===== src/rtl/pipe_trap_ctrl.sv =====
// pipe_trap_ctrl: pipeline hold/flush control plus machine-mode trap sequencer.
// Raises the per-stage hold mask for stalls and mispredicts. Takes MEM exceptions and
// masked interrupts, writes mepc/mcause/mtval, then redirects to mtvec. Also handles mret.
module pipe_trap_ctrl #(
   parameter int STAGES = 5,
   parameter int XLEN   = 32,
   parameter int EXC_W  = 7
) (
   input  logic              clk,
   input  logic              rst,
   input  logic              ex_hold_flag_i,
   input  logic              ex_jump_en_i,
   input  logic              id_ex_jump_en_i,
   input  logic              prd_jump_en_i,
   input  logic              id_hold_flag_i,
   input  logic [EXC_W-1:0]  exception_i,
   input  logic              mem_valid_i,
   input  logic [XLEN-1:0]   mem_pc_i,
   input  logic [XLEN-1:0]   mem_tval_i,
   input  logic              irq_software_i,
   input  logic              irq_timer_i,
   input  logic              irq_external_i,
   input  logic              mstatus_mie_i,
   input  logic              mie_sw_i,
   input  logic              mie_timer_i,
   input  logic              mie_external_i,
   input  logic [XLEN-1:0]   mtvec_i,
   input  logic [XLEN-1:0]   mepc_i,
   output logic              prd_fail_o,
   output logic [STAGES-1:0] hold_en_o,
   output logic              flush_o,
   output logic              trap_jump_en_o,
   output logic [XLEN-1:0]   trap_jump_addr_o,
   output logic              set_cause_o,
   output logic              cause_type_o,
   output logic [3:0]        trap_cause_o,
   output logic              set_mepc_o,
   output logic [XLEN-1:0]   mepc_o,
   output logic              set_mtval_o,
   output logic [XLEN-1:0]   mtval_o,
   output logic              mstatus_mie_clear_o,
   output logic              mstatus_mie_set_o
);

   localparam logic [1:0] S_IDLE      = 2'd0;
   localparam logic [1:0] S_TRAP_CSR  = 2'd1;
   localparam logic [1:0] S_TRAP_JUMP = 2'd2;
   localparam logic [1:0] S_MRET_JUMP = 2'd3;

   localparam logic [STAGES-1:0] ALL_HOLD = '1;

   logic [1:0]        r_state;
   logic              r_cause_type;
   logic [3:0]        r_cause_code;
   logic [XLEN-1:0]   r_mepc;
   logic [XLEN-1:0]   r_mtval;

   logic              w_prd_fail;
   logic              w_idle;
   logic              w_exc_any;
   logic              w_irq_pend;
   logic              w_event;
   logic              w_tval_keep;
   logic [3:0]        w_exc_code;
   logic [3:0]        w_irq_code;
   logic [STAGES-1:0] w_hold_base;
   logic [XLEN-1:0]   w_vec_off;

   assign w_prd_fail = ex_jump_en_i ^ id_ex_jump_en_i;
   assign w_idle     = (r_state == S_IDLE);
   assign w_exc_any  = |exception_i[6:1];
   assign w_irq_pend = mstatus_mie_i & ((irq_external_i & mie_external_i) |
                                        (irq_software_i & mie_sw_i) |
                                        (irq_timer_i    & mie_timer_i));
   assign w_event    = w_idle & mem_valid_i & (w_exc_any | exception_i[0] | w_irq_pend);
   assign w_vec_off  = {{(XLEN-6){1'b0}}, r_cause_code, 2'b00};

   // Exception cause priority; ecall/ebreak report no mtval
   always_comb begin
      w_exc_code  = 4'd0;
      w_tval_keep = 1'b1;
      if (exception_i[3]) begin
         w_exc_code = 4'd0;
      end else if (exception_i[4]) begin
         w_exc_code = 4'd2;
      end else if (exception_i[2]) begin
         w_exc_code  = 4'd3;
         w_tval_keep = 1'b0;
      end else if (exception_i[1]) begin
         w_exc_code  = 4'd11;
         w_tval_keep = 1'b0;
      end else if (exception_i[5]) begin
         w_exc_code = 4'd6;
      end else if (exception_i[6]) begin
         w_exc_code = 4'd4;
      end
   end

   // Interrupt cause priority: external > software > timer
   always_comb begin
      w_irq_code = 4'd7;
      if (irq_external_i & mie_external_i) begin
         w_irq_code = 4'd11;
      end else if (irq_software_i & mie_sw_i) begin
         w_irq_code = 4'd3;
      end
   end

   // Stall/mispredict hold mask used while no trap activity is in progress
   always_comb begin
      w_hold_base = '0;
      if (ex_hold_flag_i) begin
         w_hold_base = ALL_HOLD >> 1;
      end else if (w_prd_fail) begin
         w_hold_base = ALL_HOLD >> 2;
      end else if (prd_jump_en_i) begin
         w_hold_base = ALL_HOLD >> 3;
      end else if (id_hold_flag_i) begin
         w_hold_base = ALL_HOLD >> 2;
      end
   end

   // Trap sequencer state and cause/pc/tval capture on the detect cycle
   always_ff @(posedge clk or posedge rst) begin
      if (rst) begin
         r_state      <= S_IDLE;
         r_cause_type <= 1'b0;
         r_cause_code <= 4'd0;
         r_mepc       <= '0;
         r_mtval      <= '0;
      end else begin
         case (r_state)
            S_IDLE: begin
               if (w_event) begin
                  r_mepc <= mem_pc_i;
                  if (w_exc_any) begin
                     r_state      <= S_TRAP_CSR;
                     r_cause_type <= 1'b0;
                     r_cause_code <= w_exc_code;
                     r_mtval      <= w_tval_keep ? mem_tval_i : '0;
                  end else if (exception_i[0]) begin
                     r_state <= S_MRET_JUMP;
                  end else begin
                     r_state      <= S_TRAP_CSR;
                     r_cause_type <= 1'b1;
                     r_cause_code <= w_irq_code;
                     r_mtval      <= '0;
                  end
               end
            end
            S_TRAP_CSR: r_state <= S_TRAP_JUMP;
            default:    r_state <= S_IDLE;
         endcase
      end
   end

   // Output decode; reset forces every output low even mid-sequence
   always_comb begin
      prd_fail_o          = 1'b0;
      hold_en_o           = '0;
      flush_o             = 1'b0;
      trap_jump_en_o      = 1'b0;
      trap_jump_addr_o    = '0;
      set_cause_o         = 1'b0;
      cause_type_o        = 1'b0;
      trap_cause_o        = 4'd0;
      set_mepc_o          = 1'b0;
      mepc_o              = '0;
      set_mtval_o         = 1'b0;
      mtval_o             = '0;
      mstatus_mie_clear_o = 1'b0;
      mstatus_mie_set_o   = 1'b0;
      if (!rst) begin
         prd_fail_o = w_prd_fail;
         case (r_state)
            S_IDLE: begin
               if (w_event) begin
                  hold_en_o = ALL_HOLD;
                  flush_o   = 1'b1;
               end else begin
                  hold_en_o = w_hold_base;
               end
            end
            S_TRAP_CSR: begin
               hold_en_o           = ALL_HOLD;
               flush_o             = 1'b1;
               set_cause_o         = 1'b1;
               cause_type_o        = r_cause_type;
               trap_cause_o        = r_cause_code;
               set_mepc_o          = 1'b1;
               mepc_o              = r_mepc;
               set_mtval_o         = 1'b1;
               mtval_o             = r_mtval;
               mstatus_mie_clear_o = 1'b1;
            end
            S_TRAP_JUMP: begin
               hold_en_o        = ALL_HOLD;
               flush_o          = 1'b1;
               trap_jump_en_o   = 1'b1;
               trap_jump_addr_o = {mtvec_i[XLEN-1:2], 2'b00} +
                                  (((mtvec_i[1:0] == 2'b01) && r_cause_type) ? w_vec_off : '0);
            end
            default: begin
               hold_en_o         = ALL_HOLD;
               flush_o           = 1'b1;
               trap_jump_en_o    = 1'b1;
               trap_jump_addr_o  = mepc_i;
               mstatus_mie_set_o = 1'b1;
            end
         endcase
      end
   end

endmodule


===== config.mk =====
export PLATFORM = sky130hd
export DESIGN_NAME = pipe_trap_ctrl
export DESIGN_NICKNAME = d
export VERILOG_FILES = /design/src/rtl/pipe_trap_ctrl.sv
export SDC_FILE = /design/constraint.sdc
export NUM_CORES = 1
export LEC_CHECK = 0
export ABC_AREA = 1
export ABC_CLOCK_PERIOD_IN_PS = 4200
export CORE_AREA = 2 2 123 125
export CTS_CLUSTER_SIZE = 30
export DETAILED_ROUTE_END_ITERATION = 10
export DIE_AREA = 0 0 125 127
export MAX_ROUTING_LAYER = met4
export PLACE_DENSITY = 0.77
export SYNTH_ARGS = -nofsm -noshare
export SYNTH_HDL_FRONTEND = slang
export SYNTH_SLANG_ARGS = --single-unit

===== constraint.sdc =====
create_clock -name clk -period 4.2 [get_ports clk]
set_input_delay 0.84 -clock clk [delete_from_list [all_inputs] [get_ports clk]]
set_output_delay 0.84 -clock clk [all_outputs]
set_load 0.02 [all_outputs]

After elaboration in Yosys (flattened, before gate mapping)
Cells that the tools add are included.
Widths: inputs -> output; s select.
Storage, ports and cells
  bits in registers: 71
  input bits: 150
  output and inout port bits: 114
  logic and storage cells: 80
Operators by class
  bitwise operators: 11
  reductions and logical operators: 7
  $add $sub $neg: 1
  mux-type cells: 51
  eq/ne operators: 5
Operators with widths (count)
  $mux 32: 8
  $pmux 32 s2: 1
  $mux 4: 10
  $add 32x6->32: 1
  $mux 1: 18
  $mux 3: 6
  $mux 5: 3
  $and 1x1->1: 6
  $mux 2: 3
  $mux 6: 1
  $reduce_or 6->1: 1
  $eq 2x1->1 const B: 2
  $ne 2x1->1 const B: 2
  $or 1x1->1: 4
  $pmux 2 s2: 1
  $reduce_and 3->1: 1
  $reduce_or 3->1: 1
  $eq 2x2->1 const B: 1
  $logic_not 2->1: 1
  $reduce_and 2->1: 1
  $reduce_or 2->1: 1
  $logic_and 1x1->1: 1
  $xor 1x1->1: 1

Longest topological paths before layout
Gate-level depths: netlist (run 1).
  word-level depth: 9
  mapped depth: 16

Worst setup path after synthesis (run 1)
Ideal clock, no wire load.
  path type: input to output
  start point: input rst
  end point: output hold_en_o[1]
  arrival: 3.238 ns
  data required time: 3.360 ns
  cell stages on the path: 6
  setup slack: 0.122 ns
  cells stage by stage: buf_2 buf_1 inv_1 nand2_1 inv_1 buf_4
Between the ends
  cells in the longest elaborated chain, start to end: 1
Ends and longest elaborated chain
  from (decl): line 10  | input logic rst,
  $mux 5: line 173  | if (!rst) begin
  to (decl): line 30  | output logic [STAGES-1:0] hold_en_o,
Every way passes these cells.

Worst setup path in the final report (run 1)
  start point: input mtvec_i[1]
  end point: output trap_jump_addr_o[16]
Between the ends
  cells in the longest elaborated chain, start to end: 6
Ends and longest elaborated chain
  from (decl): line 27  | input logic [XLEN-1:0] mtvec_i,
  $eq 2x1->1: line 201  | (((mtvec_i[1:0] == 2'b01) && r_cause_type) ? w_vec_off : '0);
  $logic_and 1x1->1: line 201
  $mux 6: line 201
  $add 32x6->32: line 200  | trap_jump_addr_o = {mtvec_i[XLEN-1:2], 2'b00} +
  $pmux 32 s2: line 175  | case (r_state)
  $mux 32: line 173
  to (decl): line 33  | output logic [XLEN-1:0] trap_jump_addr_o,
Every way passes these cells.

==> results of run 1 <==
## worst min-delay path: cells and delay by family, from the launching register on
family / cells / cell delay [ps]
AND/OR/NAND/NOR: 2 / 100
flip-flops: 1 / 340
## how the worst min path moves through the flow
stage | slack [ps] | cells after the start | to | start
final | 480 | 2 | r_mepc[24] | r_mepc[24]
after global routing | 500 | 2 | r_mepc[28] | r_mepc[28]
after CTS | 480 | 2 | r_mepc[30] | r_mepc[30]
after detailed placement | 470 | 2 | r_mepc[30] | r_mepc[30]
after global placement | 460 | 2 | r_mepc[11] | r_mepc[11]
after floorplan | 450 | 2 | r_cause_code[1] | r_cause_code[1]
## what timing repair did
| item | CTS | global route |
|---|---|---|
| hold buffers | 0 | 0 |
| setup buffers | 1 | 1 |
| pin swaps | 1 | 8 |
| setup endpoints to repair | 26 | 27 |
| resized for setup | 43 | 44 |
## per-stage QoR
| stage | instances | area (sq um) | setup WS (ps) |
|---|---|---|---|
| after floorplan | 822 | 5019 | 121.9 |
| after global placement | 1248 | 7819 | -494.3 |
| after detailed placement | 1248 | 7819 | -541.0 |
| after CTS | 1263 | 8110 | 7.438 |
| after global routing | 1264 | 8142 | 0.3380 |
| final | 1264 | 8142 | 176.8 |
## flip-flops by register name (all words and copies together) (netlist names)
signal / count
r_mtval: 32
r_cause_type: 1
r_cause_code: 4
r_state: 2
r_mepc: 32
## kinds of logic after synthesis
kind of cell / after synthesis
fa+ha+maj: 5
buf+inv: 111
flops: 71
simple gates: 556
xor+xnor: 1
compound gates: 78
## synth_stat cells (3+ instances only)
master and n:
clkbuf_1 12, buf_2 16, o21ai_1 7, nand2_1 339, inv_2 3, nor2_1 118
inv_1 63, buf_4 10, ha_1 4, a21oi_1 12, nor3_1 9, dfrtp_1 71
nand3b_1 3, buf_6 4, nand3_1 66, o21ai_0 54, nand4_1 9
## where the power goes
group          internal (mW)  leakage [nW]  switching [mW]
combinational          0.350          2.78           0.424
sequential             0.846         0.890          0.0924
clock                  0.467         0.140           0.282
total                   1.66          3.82           0.798
## area by class of cell
class | count | area share (%)
flip-flops and latches | 71 | 21.82
repair buffers | 288 | 34.21
inverters | 67 | 3.089
clock buffers | 10 | 2.935
clock inverters | 4 | 0.5840
multi-input cells | 640 | 34.53
well taps | 184 | 2.828
## layer usage
| layer | part of all wire (%) | global-route usage (%) |
|---|---|---|
| met5 | 0 | - |
| met1 | 43 | 29.30 |
| met2 | 46 | 36.60 |
| met4 | 3.1 | 8.366 |
| met3 | 7.8 | 4.858 |
## layout by cell type, fill, tap and decap left out, drive strengths merged, types with 12 or more instances in the layout
cell type,synthesis,routed
dfrtp,71,71
clkdlybuf4s50,0,235
nand3,67,67
clkbuf,12,15
a21oi,12,12
o21ai,61,61
nor2,121,121
inv,66,66
nand2,340,340
buf,32,31
==> out/metrics.yaml, run 1 <==
worstSetupPathType: "input port to output pin"
async_flop_share_pct: 100.0
yosys_register_bits: 71
worstSkewPairLatency_ps: 330
power.density_nw_per_um2: 302.2
ff_latch_area_sq_um: 1777
timing.final.crit_share_pct: 95.79
max_freq_mhz: 248.6
antenna-diode-count: 0
grt_usage_pct: 23.06
synthesis.nets: 977
setup_tns_ps: 0
core_sq_um: 14420
holdWs_ps: 478.0
port_buffers: 263
cp-start-kind: "input port"
slew_headroom_pct: 45.79
end_kind: "output pin"
grt_pass1_wl_um: 28960
synthAdderAreaFrac_pct: 1.396
grt_pass1_vias: 5730
cp_common_cell: "inv_2"
crit_path_end: "trap_jump_addr_o[16]"
core.rowCount: 44
initial_core_util_pct: 34.79
ir_drop_mv: 0.2238
syn-instance-count: 822
p_leak_nw: 3.815
critPathSlowestCell: "clkdlybuf4s50_1"
grt_max_degree: 64
ios: 264
cts_buffers: 9
synth_area_leaders: "dfrtp_1 (35%), nand2_1 (25%), nor2_1 (8.8%)"
tightest_slew_ps: 813.1
synth_compound_area_share_pct: 8.053
clock_tree.root_cell: "clkbuf_16"
drv_slew: 0
clock_path_buffers: 2
cts_tree: "done"
ant_nets: 0
total_power_mw: 2.460
slowest_delay_ps: 410
setup_viol: 0
design.die.area_sq_um: 15880
finalClockSkew_ps: 3.930
fillers: 1418
reg2reg_setup_slack_ps: 2220
period_needed_ps: 4023
hpwl_um: 13390
htree_levels: 3
yosys_warnings: 0
via_per_inst: 4.837
yosysTopAreaCell: "dfrtp_1"
synthSimpleGateAreaFrac_pct: 44.93
antenna_found_initial: 0
synth_area_sq_um: 5019
worstPathMaxFanout: 9
reg2reg_depth: 4
die_h_um: 127
gp_congestion: 0.8907
required_ps: 3360
nets: 1232
synth_top_family_by_area: "simple AND/OR/NAND/NOR gates"
die_w_um: 125
hold_viol: 0
final_layout_size_suffix_gt1_share_pct: 7.130
area_growth_pct: 62.23
cp_cell_sequence: "clkdlybuf4s50_1, nor2_2, inv_2, nor2_4, ha_2, inv_2, fa_2, inv_2, buf_4, nand3_1, nand2_2, buf_12, a21oi_1, o21ai_0, dlygate4sd1_1"
grt-ovfl-total: 0
final_util_pct: 56.45
drtIter0Drc: 445
synth.yosys.seq_area_share_pct: 35.40
path_clk_slew_ps: 50
vias: 6114
rr_startpoint: "r_state[1]"
drcViolationCount: 0
grt_setup_unrepaired: "no"
cp.depth: 15
routed_wl_um: 17890
synth_cell_types: 34
synth_xor_area_share_pct: 0.1745
status: "finished, final reports clean"
dr.pass1.iters: 5
reg2reg_to: "r_mtval[30]"
multiInputGateArea_sq_um: 2811
synth_edf_count: 0
min_path_type: "flip-flop to flip-flop"
postSynthAreaPerCell_sq_um: 6.105
cap_violations: 0
clock-sinks: 71
critical_path_buf_inv_count: 7
synth_top_area_share_pct: 35.40
crit_family: "buffers and inverters"
arrival_ps: 3180
synthFlopType: "dfrtp_1"
crit_start: "mtvec_i[1]"
post_drt_wl_per_cell_um: 14.15
synth.area.mux_share_pct: 0
Power figures use the tool's default switching activity.
==> run 2, diff against run 1 <==
--- a/config.mk
+++ b/config.mk
@@ -12,7 +12,8 @@
 export DETAILED_ROUTE_END_ITERATION = 10
 export DIE_AREA = 0 0 125 127
 export MAX_ROUTING_LAYER = met4
-export PLACE_DENSITY = 0.77
+export PLACE_DENSITY = 0.79
+export SETUP_SLACK_MARGIN = 0.02
 export SYNTH_ARGS = -nofsm -noshare
 export SYNTH_HDL_FRONTEND = slang
 export SYNTH_SLANG_ARGS = --single-unit
==> run 2 against run 1 <==
Die area unchanged. Flip-flop and latch count did not move. Global-route usage is 0.31 points lower. Register-to-register slack worse by 90 ps. Largest cell class unchanged.
==> out/metrics.yaml, run 2 (synthesis gave the netlist of run 1 again) <==
port_buffers: 263
p_int_mw: 1.605
area_growth_pct: 62.35
placedInstanceArea_sq_um: 7843
reg2reg_depth: 5
total_power_mw: 2.413
htree_levels: 3
multiInputGateArea_sq_um: 2814
slowest_delay_ps: 410
ff_latch_area_sq_um: 1777
clock_power_share_pct: 29.1
min_from: "r_mepc[28]"
reg2reg_setup_slack_ps: 2130
grt_usage_pct: 22.75
grt_pass1_wl_um: 28690
design.die.area_sq_um: 15880
pwr-share-seq_pct: 39.0
hpwl_um: 13100
core_sq_um: 14420
slew_headroom_pct: 49.05
fillers: 1389
setup_viol: 0
ant_nets: 0
clock_path_buffers: 2
reg2reg_to: "r_mtval[12]"
arrival_ps: 3180
worstSkewPairLatency_ps: 330
use_met2_pct: 38.08
gp_congestion: 0.9454
clock-sinks: 71
cp_cell_sequence: "clkdlybuf4s50_1, nor2_2, inv_2, nor2_2, ha_2, inv_2, fa_2, inv_2, buf_4, nand3_1, nand2_2, buf_12, a21oi_1, o21ai_0, dlygate4sd1_1"
use_met1_pct: 27.13
antenna_found_initial: 0
worstPathMaxFanout: 10
timing.final.crit_share_pct: 95.83
grt_pass1_vias: 5937
die_w_um: 125
ir_drop_mv: 0.2205
reg_top3: "r_mepc (32), r_mtval (32), r_cause_code (4)"
path_clk_slew_ps: 50
routed_wl_um: 17760
ios: 264
power.density_nw_per_um2: 296.1
drcViolationCount: 0
grt_max_degree: 58
drtIter0Drc: 288
min_path_type: "flip-flop to flip-flop"
required_ps: 3360
grt_most_used_layer: "met2"
period_needed_ps: 4025
numPlacedInstances: 1251
cts_buffers: 9
holdWs_ps: 477.4
end_kind: "output pin"
p_leak_nw: 3.810
finalClockSkew_ps: 7.445
antenna-diode-count: 0
hold_buffers: 0
max_freq_mhz: 248.5
status: "finished, final reports clean"
combPwrFrac_pct: 31.9
rr_startpoint: "r_state[1]"
whs_path_depth: 2
dr.pass1.iters: 5
min_to: "r_mepc[28]"
drv_slew: 0
post_drt_wl_per_cell_um: 14.00
die_h_um: 127
core.rowCount: 44
initial_core_util_pct: 34.79
worstSetupPathType: "input port to output pin"
vias: 6102
layout_commonest_cell: "nand2_1"
critPathSlowestCell: "clkdlybuf4s50_1"
gr-usage-met3_pct: 4.941
p_sw_mw: 0.8074
critical_path_buf_inv_count: 7
clock_tree.root_cell: "clkbuf_16"
via_per_inst: 4.809
cts_tree: "done"
cap_violations: 0
hold_viol: 0
layout_common_cells: "nand2_1 (335), clkdlybuf4s50_1 (235), nor2_1 (111)"
final_cells: 1269
nets: 1236
final_area_sq_um: 8148
cp-start-kind: "input port"
crit_family: "buffers and inverters"
p_sw_share_pct: 33.47
tightest_slew_ps: 759.6
cp_common_cell: "inv_2"
grt-ovfl-total: 0
final_layout_size_suffix_gt1_share_pct: 8.111
run 2: cell count changes in the layout (fill, tap and decap cells not counted), sizes merged:
cell,previous run,this run
clkinv,3,6
buf,31,37
bufinv,1,0
dlymetal6s2s,2,1
inv,66,65
clkdlybuf4s15,4,3
run 2: timing repair:
item / in CTS / in global routing
gates resized for setup: 55 / 37
setup buffers: 2 / 1
pin swaps: 0 / 8
endpoints found under the setup margin: 26 / 23
run 2: through the flow:
stage	worst slack, ps	TNS, ps	util [%]
2_1_floorplan	121.9	0	-
3_3_place_gp	-486.7	-5562	54.37
3_5_place_dp	-542.5	-6136	54.37
4_1_cts	11.20	0	56.38
5_1_grt	-0.6353	-0.6353	56.49
6_report	175.2	0	56.49
run 2: power groups by stage:
stage | registers, mW | clock network [mW] | logic, mW
4_1_cts | 0.938 | 0.713 | 0.776
3_3_place_gp | 0.941 | 0 | 0.773
5_1_grt | 0.959 | 0.742 | 0.858
6_report | 0.940 | 0.703 | 0.770
2_1_floorplan | 0.921 | 0 | 0.443
3_5_place_dp | 0.945 | 0 | 0.783
run 2: worst max-delay path by stage:
| stage | depth (start not counted) | startpoint | slack [ps] | end |
|---|---|---|---|---|
| 2_1_floorplan | 6 | rst | 120 | hold_en_o[1] |
| 3_3_place_gp | 18 | mtvec_i[0] | -490 | trap_jump_addr_o[22] |
| 3_5_place_dp | 18 | mtvec_i[0] | -540 | trap_jump_addr_o[22] |
| 4_1_cts | 18 | mtvec_i[0] | 10 | trap_jump_addr_o[22] |
| 5_1_grt | 15 | mtvec_i[1] | -0.6 | trap_jump_addr_o[16] |
| 6_report | 15 | mtvec_i[1] | 180 | trap_jump_addr_o[16] |
run 2: area by class of cell:
| cell class | instances | share of cell area, % |
|---|---|---|
| Clock buffer | 10 | 2.933 |
| Inverter | 67 | 3.102 |
| Tap cell | 184 | 2.826 |
| Clock inverter | 5 | 0.4300 |
| Sequential cell | 71 | 21.81 |
| Timing Repair Buffer | 292 | 34.37 |
| Multi-Input combinational cell | 640 | 34.54 |
run 2: tightest hold or removal path, cell delays in order (launching register included):
cell	delay, ps
dfrtp_1	340
nand2_1	50
nand2_1	50
run 2: metal layers:
layer  vias up  share of wire [%]
met4         0                3.0
li1       3078                  -
met2       240                 48
met1      2752                 43
met3        32                6.8
met5         -                  0
